[src/rtl/spi_cmd_decoder_pkg.sv]
// spi_cmd_decoder_pkg: opcodes, FSM states and widths shared by the DDS command path.
package spi_cmd_decoder_pkg;
    localparam int DEF_NUM_VOICES = 8;
    localparam int DEF_FREQ_W     = 16;
    localparam int DEF_ENV_W      = 8;
    localparam logic [7:0] OP_NOP     = 8'h00;
    localparam logic [7:0] OP_CLR_ERR = 8'hFE;
    localparam logic [7:0] OP_ALL_OFF = 8'hFF;
    typedef enum logic [2:0] {
        S_IDLE    = 3'd0,
        S_FREQ_HI = 3'd1,
        S_FREQ_LO = 3'd2,
        S_ENV_B   = 3'd3
    } state_e;
    // FREQ (odd) and ENV (even) opcodes for the same voice share (op-1)/2.
    function automatic logic [7:0] op_voice(input logic [7:0] op);
        return (op - 8'd1) >> 1;
    endfunction
endpackage

[src/rtl/spi_cmd_decoder_if.sv]
// spi_cmd_decoder_if: byte stream from the SPI slave into the command decoder.
interface spi_cmd_decoder_if;
    logic       rx_valid;
    logic [7:0] rx_data;
    logic       rx_ready;
    modport master (output rx_valid, output rx_data, input rx_ready);
    modport slave (input rx_valid, input rx_data, output rx_ready);
endinterface

[src/rtl/spi_cmd_decoder_cmd_gap_timer.sv]
// cmd_gap_timer: counts idle cycles while enabled; pulses expire on the TIMEOUT_CYC-th one.
module cmd_gap_timer #(
    parameter int TIMEOUT_CYC = 50000
) (
    input  logic clk,
    input  logic reset,
    input  logic clear,
    input  logic enable,
    output logic expire
);
    localparam int CW = $clog2(TIMEOUT_CYC + 1);
    localparam logic [CW-1:0] LAST = CW'(TIMEOUT_CYC - 1);
    logic [CW-1:0] cnt_q, cnt_d;
    always_comb begin
        cnt_d  = (clear || !enable) ? '0 : cnt_q + 1'b1;
        expire = enable && !clear && cnt_q == LAST;
    end
    always_ff @(posedge clk or posedge reset) begin
        if (reset) cnt_q <= '0;
        else cnt_q <= cnt_d;
    end
endmodule

[src/rtl/spi_cmd_decoder.sv]
// spi_cmd_decoder: parses opcode+payload byte frames into per-voice tuning words and
// envelope levels, with atomic word updates, sticky error and an inter-byte gap timeout.
module spi_cmd_decoder
    import spi_cmd_decoder_pkg::*;
#(
    parameter int NUM_VOICES  = DEF_NUM_VOICES,
    parameter int FREQ_W      = DEF_FREQ_W,
    parameter int ENV_W       = DEF_ENV_W,
    parameter int TIMEOUT_CYC = 50000
) (
    input  logic                         clk,
    input  logic                         reset,
    spi_cmd_decoder_if.slave             st,
    output logic [NUM_VOICES*FREQ_W-1:0] freq_out,
    output logic [NUM_VOICES*ENV_W-1:0]  env_out,
    output logic [NUM_VOICES-1:0]        freq_upd,
    output logic [NUM_VOICES-1:0]        env_upd,
    output logic                         cmd_error,
    output logic [7:0]                   status_led
);
    localparam int VW = $clog2(NUM_VOICES);
    localparam logic [7:0] MAX_OP = 8'(2 * NUM_VOICES);
    state_e                state_q, state_d;
    logic [FREQ_W-1:0]     freq_q [NUM_VOICES];
    logic [FREQ_W-1:0]     freq_d [NUM_VOICES];
    logic [ENV_W-1:0]      env_q [NUM_VOICES];
    logic [ENV_W-1:0]      env_d [NUM_VOICES];
    logic [NUM_VOICES-1:0] fupd_q, fupd_d, eupd_q, eupd_d;
    logic                  err_q, err_d;
    logic [3:0]            op_q, op_d;
    logic [VW-1:0]         voice_q, voice_d;
    logic [7:0]            hi_q, hi_d;
    logic                  expire, in_range, op_freq, op_env;

    cmd_gap_timer #(.TIMEOUT_CYC(TIMEOUT_CYC)) u_gap_timer (
        .clk    (clk),
        .reset  (reset),
        .clear  (st.rx_valid),
        .enable (state_q != S_IDLE),
        .expire (expire)
    );

    assign in_range = st.rx_data != 8'd0 && st.rx_data <= MAX_OP;
    assign op_freq  = in_range && st.rx_data[0];
    assign op_env   = in_range && !st.rx_data[0];

    always_comb begin
        state_d = state_q;
        freq_d  = freq_q;
        env_d   = env_q;
        fupd_d  = '0;
        eupd_d  = '0;
        err_d   = err_q;
        op_d    = op_q;
        voice_d = voice_q;
        hi_d    = hi_q;
        if (st.rx_valid) begin
            case (state_q)
                S_IDLE: begin
                    op_d    = st.rx_data[3:0];
                    voice_d = VW'(op_voice(st.rx_data));
                    if (op_freq) state_d = S_FREQ_HI;
                    else if (op_env) state_d = S_ENV_B;
                    else if (st.rx_data == OP_CLR_ERR) err_d = 1'b0;
                    else if (st.rx_data == OP_ALL_OFF) begin
                        env_d  = '{default: '0};
                        eupd_d = '1;
                    end
                    else if (st.rx_data != OP_NOP) err_d = 1'b1;
                end
                S_FREQ_HI: begin
                    hi_d    = st.rx_data;
                    state_d = S_FREQ_LO;
                end
                S_FREQ_LO: begin
                    // Whole word lands in one edge; the high byte waited in the shadow.
                    freq_d[voice_q] = {hi_q, st.rx_data};
                    fupd_d[voice_q] = 1'b1;
                    state_d         = S_IDLE;
                end
                S_ENV_B: begin
                    env_d[voice_q]  = ENV_W'(st.rx_data);
                    eupd_d[voice_q] = 1'b1;
                    state_d         = S_IDLE;
                end
                default: state_d = S_IDLE;
            endcase
        end
        else if (expire) begin
            state_d = S_IDLE;
            err_d   = 1'b1;
        end
    end

    always_ff @(posedge clk or posedge reset) begin
        if (reset) begin
            state_q <= S_IDLE;
            freq_q  <= '{default: '0};
            env_q   <= '{default: '0};
            fupd_q  <= '0;
            eupd_q  <= '0;
            err_q   <= 1'b0;
            op_q    <= '0;
            voice_q <= '0;
            hi_q    <= '0;
        end
        else begin
            state_q <= state_d;
            freq_q  <= freq_d;
            env_q   <= env_d;
            fupd_q  <= fupd_d;
            eupd_q  <= eupd_d;
            err_q   <= err_d;
            op_q    <= op_d;
            voice_q <= voice_d;
            hi_q    <= hi_d;
        end
    end

    for (genvar v = 0; v < NUM_VOICES; v++) begin : g_out
        assign freq_out[v*FREQ_W +: FREQ_W] = freq_q[v];
        assign env_out[v*ENV_W +: ENV_W]    = env_q[v];
    end

    assign st.rx_ready = ~reset;
    assign freq_upd    = fupd_q;
    assign env_upd     = eupd_q;
    assign cmd_error   = err_q;
    assign status_led  = {err_q, state_q, op_q};
endmodule
[src/flat_wrapper.sv]
// flat-port wrapper written by rule: the top's interface ports become plain ports
module spi_cmd_decoder_flat import spi_cmd_decoder_pkg::*;
#(
    parameter int NUM_VOICES  = DEF_NUM_VOICES,
    parameter int FREQ_W      = DEF_FREQ_W,
    parameter int ENV_W       = DEF_ENV_W,
    parameter int TIMEOUT_CYC = 50000
)
  (clk, reset, freq_out, env_out, freq_upd, env_upd, cmd_error, status_led, st_rx_valid, st_rx_data, st_rx_ready);
  spi_cmd_decoder_if st_i ();
  input  logic clk;
  input  logic reset;
  output logic [NUM_VOICES*FREQ_W-1:0] freq_out;
  output logic [NUM_VOICES*ENV_W-1:0] env_out;
  output logic [NUM_VOICES-1:0] freq_upd;
  output logic [NUM_VOICES-1:0] env_upd;
  output logic cmd_error;
  output logic [7:0] status_led;
  input wire logic [$bits(st_i.rx_valid)-1:0] st_rx_valid;
  input wire logic [$bits(st_i.rx_data)-1:0] st_rx_data;
  output wire logic [$bits(st_i.rx_ready)-1:0] st_rx_ready;
  assign st_i.rx_valid = st_rx_valid;
  assign st_i.rx_data = st_rx_data;
  assign st_rx_ready = st_i.rx_ready;
  spi_cmd_decoder #(.NUM_VOICES(NUM_VOICES), .FREQ_W(FREQ_W), .ENV_W(ENV_W), .TIMEOUT_CYC(TIMEOUT_CYC)) u_core (.clk(clk), .reset(reset), .st(st_i), .freq_out(freq_out), .env_out(env_out), .freq_upd(freq_upd), .env_upd(env_upd), .cmd_error(cmd_error), .status_led(status_led));
endmodule
[config.mk]
export PLATFORM = sky130hd
export DESIGN_NAME = spi_cmd_decoder_flat
export DESIGN_NICKNAME = d
export VERILOG_FILES = /design/src/rtl/spi_cmd_decoder_pkg.sv /design/src/rtl/spi_cmd_decoder_if.sv /design/src/rtl/spi_cmd_decoder_cmd_gap_timer.sv /design/src/rtl/spi_cmd_decoder.sv /design/src/flat_wrapper.sv
export SDC_FILE = /design/constraint.sdc
export NUM_CORES = 1
export LEC_CHECK = 0
export CORE_MARGIN = 2
export CORE_UTILIZATION = 49
export DETAILED_ROUTE_END_ITERATION = 7
export GPL_TIMING_DRIVEN = 0
export PLACE_DENSITY = 0.8
export SETUP_SLACK_MARGIN = 0.15
export SLEW_MARGIN = 25
export SYNTH_ARGS = -nofsm -noshare
export SYNTH_HDL_FRONTEND = slang
export SYNTH_SLANG_ARGS = --single-unit
[constraint.sdc]
create_clock -name clk -period 11.81 [get_ports clk]
set_clock_uncertainty 0.2 [all_clocks]
set_input_delay 2.362 -clock clk [delete_from_list [all_inputs] [get_ports clk]]
set_output_delay 2.362 -clock clk [all_outputs]
set_load 0.005 [all_outputs]
-- Word level (Yosys, flattened, before mapping)
Cells that the tools add are included.
- register bits: 243
- bits of input ports: 11
- muxes and demuxes: 35
- equality and inequality tests: 16
- magnitude comparators: 5
- $add $sub $neg: 2
- bitwise logic cells: 2
- reduce and logical (&&, ||, !) cells: 22
- operator list (kind ; number):
    $mux W64 ; 4
    $bwmux W128 ; 1
    $pmux W64 S2 ; 1
    $bwmux W64 ; 1
    $mux W8 ; 8
    $demux W16 S3 ; 1
    $mux W16 ; 2
    $demux W8 S3 ; 1
    $add A16 B1 Y16 const B ; 1
    $eq A16 B16 Y1 const B ; 1
    $eq A8 B8 Y1 const B ; 2
    $pmux W8 S2 ; 1
    $mux W3 ; 4
    $reduce_and A6 Y1 ; 2
    $ne A2 B2 Y1 const B ; 5
    $mux W1 ; 9
    $le A8 B5 Y1 const B ; 1
    $reduce_and A2 Y1 ; 4
    $reduce_bool A8 Y1 ; 1
    $logic_and A1 B1 Y1 ; 7
    $eq A3 B2 Y1 const B ; 2
    $pmux W3 S2 ; 1
    $ge A4 B4 Y1 const B ; 1
    $lt A3 B4 Y1 const B ; 1
    other kinds (16) ; 20

-- Longest topological paths before layout
- depth in word-level cells: 8
- depth in mapped cells: 8

-- Modules after synthesis
Synthesis repeated with hierarchy kept, for this count alone.
- cell total of the unflattened synthesis: 699
- area total of the unflattened synthesis: 9731.8 sq um
- modules (own cells, without submodules) (module ; sequential area each (sq um) ; area each (sq um) ; cells each ; instances):
    spi_cmd_decoder ; 5655.4 ; 8853.5 ; 607 ; 1
    cmd_gap_timer ; 400.4 ; 878.3 ; 92 ; 1

-- Least setup slack after synthesis
OpenSTA, ideal clock, no wires.
- kind: input -> output
- from: input reset
- to: output st_rx_ready
- required time: 9.248 ns
- arrival: 7.357 ns
- stages on the path: 1
- setup slack: 1.891 ns
- cell sequence: inv_1
- word-level cells in the longest chain between the ends: 1
- ends and longest elaborated chain (item ; RTL line ; source):
    start, declared ; flat_wrapper.sv:12 ; input logic reset;
    $not A1 Y1 ; spi_cmd_decoder.sv:125 ; assign st.rx_ready = ~reset;
    end, declared ; flat_wrapper.sv:21 ; output wire logic [$bits(st_i.rx_ready)-1:0] st_rx_ready;
Every way passes these cells.

-- Final worst setup path
Ends and elaborated chain as after synthesis.

==> results.cfg <==
[outcome]
status = finished, final reports clean

[sta]
setup_violations = 0
tightest_slew_ns = 0.8995
min_period_ns = 7.292
grt_setup_unrepaired = no
setup-tns-final_ns = 0
fin_ws_ns = 4.518
max_slew_margin_pct = 39.71
drv_slew = 0
clock.fmax_mhz = 137.1
hold_violations = 0
fin_crit_sh_pct = 61.75

[synthesis]
synth_area_leaders = dfrtp_1, mux2_2, o2bb2ai_1, nand2_1, ha_1
synthFlopType = dfrtp_1
synthCells = 658
synth_edf_count = 0
avgSynthCellArea_um2 = 14.35
yosysSeqAreaShare_pct = 64.13
yosysMostFrequentCell = dfrtp_1
synth_seq_cells = 242
async_flop_share_pct = 100.0
syn_area_um2 = 9443
synth_commonest_cells = dfrtp_1, mux2_2, o2bb2ai_1, nand2_1, nor2_1
ys_warn_count = 0
syn_nets = 678
synth_cell_types = 48
synth_top_area_share_pct = 64.13
yosys.area.top_type = dfrtp_1

[cells_and_area]
antenna_cells = 0
syn2layout_area_growth_pct = 37.10
design.final.nets = 934
fill_cells = 1323
drive_gt1_share_pct = 24.12

[worst_hold_path]
hold_path_end = u_core.env_out[20]
hp-start = u_core.env_out[20]
hp-class = register to register
whs_path_depth = 1

[global_route]
grt_max_degree = 96
grt_pass1_vias = 6591
gr-total-overflow = 0
grt_use_total_pct = 24.67
antenna_found_initial = 0
grt_pass1_wl_um = 38330

[route]
finalWirelength_um = 24990
highest_layer = met4
dr.pass1.iters = 4
route.detailed.drc = 0
vias_per_cell = 5.323
m1WireLength_um = 10840
drt_iter0_markers = 359
drtAntennaViolNets = 0
via_count = 6350
met2_length_um = 11150
wl_met3_um = 2142
avgRoutedWirePerCell_um = 20.95

[critical_path]
required_ns = 9.25
r2r-end = u_core.freq_out[52]
critical-path-top-delay-family = buffers and inverters
cp_max_fo = 95
rr_worst_depth = 6
cp-end-kind = output pin
cp.arrival_ns = 4.73
regToRegStartpoint = u_core.state_q[0]
crit_chain = clkdlybuf4s50_1, inv_8, buf_16, buf_16, clkdlybuf4s50_1
crit_slowest_cell = clkdlybuf4s50_1
r2r_setup_slack_ns = 9.13
max_stage_delay_ns = 0.60
worstSetupPathType = primary input to output pin
start_kind = primary input
path_buf_inv = 5
crit_cells = 5

[power]
p_leak_nw = 5.685
irDropWorstVdd_v = 0.0001790
p_per_area_nw_per_um2 = 208.3
p_total_mw = 2.696

[clock_tree]
clk_pin_slew_worst_paths_ns = 0.06
cts_setup_buffers = 0
clk_latency_ns = 0.53
cts_tree = built
cts.sinks = 242
clockRootBuffer = clkbuf_16
postCtsHoldBufs = 0
clockBufferDepth = 3
cts_buffers = 26
cts-resized-gates = 0
htree_num_levels = 1

[placed_design]
dp_hpwl_um = 16750
place_ws_ns = 4.439
place.gp.congestion = 0.7985
io_buffers = 226

[floorplanning]
start_util_pct = 50.15
num_rows = 50
pin_count = 229
die_w_um = 142.8
dieArea_um2 = 20400
die_h_um = 142.8
core_area_um2 = 18830

[job]
max_cap_viol_count = 0
-- state kept, by name, indices dropped and copies added (netlist names) --
signal,cells
u_core.cmd_error,1
u_core.env_out,64
u_core.env_upd,8
u_core.freq_out,128
u_core.freq_upd,8
u_core.hi_q,8
u_core.op_q,4
u_core.state_q,2
u_core.u_gap_timer.cnt_q,16
u_core.voice_q,3
-- worst register-to-register path, stage by stage, from the launching register on --
cell,delay [ns]
dfrtp_1,0.42
inv_1,0.10
ha_1,0.16
nand2_1,0.18
nor3_2,0.73
buf_2,0.40
mux2_2,0.38
-- worst max path at each step --
stage | startpoint | to | slack, ns
after floorplan | reset | st_rx_ready | 1.89
after global placement | reset | st_rx_ready | -1.84
after detailed placement | reset | st_rx_ready | 4.44
after CTS | reset | st_rx_ready | 4.42
after global routing | reset | st_rx_ready | 4.25
final | reset | st_rx_ready | 4.52
-- cell usage in the layout, fill, tap and decap left out, drive strengths merged, types with 2 or more instances in the layout --
master / netlist / routed
or3: 2 / 2
a22o: 8 / 8
inv: 7 / 7
and3b: 3 / 3
nand2: 39 / 39
xnor2: 6 / 6
clkbuf: 19 / 55
o2bb2ai: 56 / 56
clkinv: 0 / 9
dfrtp: 242 / 242
nor3b: 4 / 4
and3: 5 / 5
mux2: 136 / 136
nor3: 4 / 4
xor2: 10 / 10
ha: 9 / 9
or4b: 2 / 2
a21oi: 12 / 12
clkdlybuf4s50: 0 / 226
buf: 23 / 25
nand4: 4 / 4
o21ai: 20 / 20
nor2: 21 / 21
nor2b: 6 / 6
nand3: 8 / 8
-- cell families (layout without fill, tap and decap cells) --
family                   Yosys count  after routing  share of synthesized area [%]
flip-flops                       242            242                          64.13
multiplexers                     136            136                          16.22
AND/OR/NAND/NOR                  105            105                          5.937
AO/OA/AOI/OAI                    100            100                          8.547
buffers and inverters             49            324                          2.451
XOR/XNOR                          16             16                          1.484
adder cells (fa/ha/maj)            9              9                          1.193
other                              1              1                        0.03971
-- where the power goes --
part / internal (mW) / switching (mW)
Sequential: 1.02 / 0.130
Combinational: 0.469 / 0.281
Clock: 0.466 / 0.328
Total: 1.96 / 0.739
-- layout make-up --
class / instances / area [um^2] / share of cell area (%)
flip-flops and latches: 242 / 6056 / 46.78
plain buffers: 42 / 205.2 / 1.585
well taps: 260 / 325.3 / 2.513
repair buffers: 228 / 2317 / 17.90
multi-input cells: 367 / 3156 / 24.37
inverters: 7 / 33.78 / 0.2609
clock buffers: 36 / 748.2 / 5.779
clock inverters: 11 / 105.1 / 0.8118
-- per-layer routing --
layer	global-route usage (%)	up-vias
met1	33.85	3210
met3	8.249	60
met5	0	-
li1	-	2860
met2	37.32	220
met4	8.129	0
-- through the flow --
stage,util (%),instance area (um^2),std cells,hold slack [ns]
detailed placement,64.22,12090,1146,0.2727
global route,68.75,12950,1193,0.3025
finish,68.75,12950,1193,0.2873
CTS,68.75,12950,1193,0.2909
global placement,63.89,12030,1144,0.2668
floorplan,-,9443,658,0.2474
No activity file was read; power rests on OpenSTA's default activity.
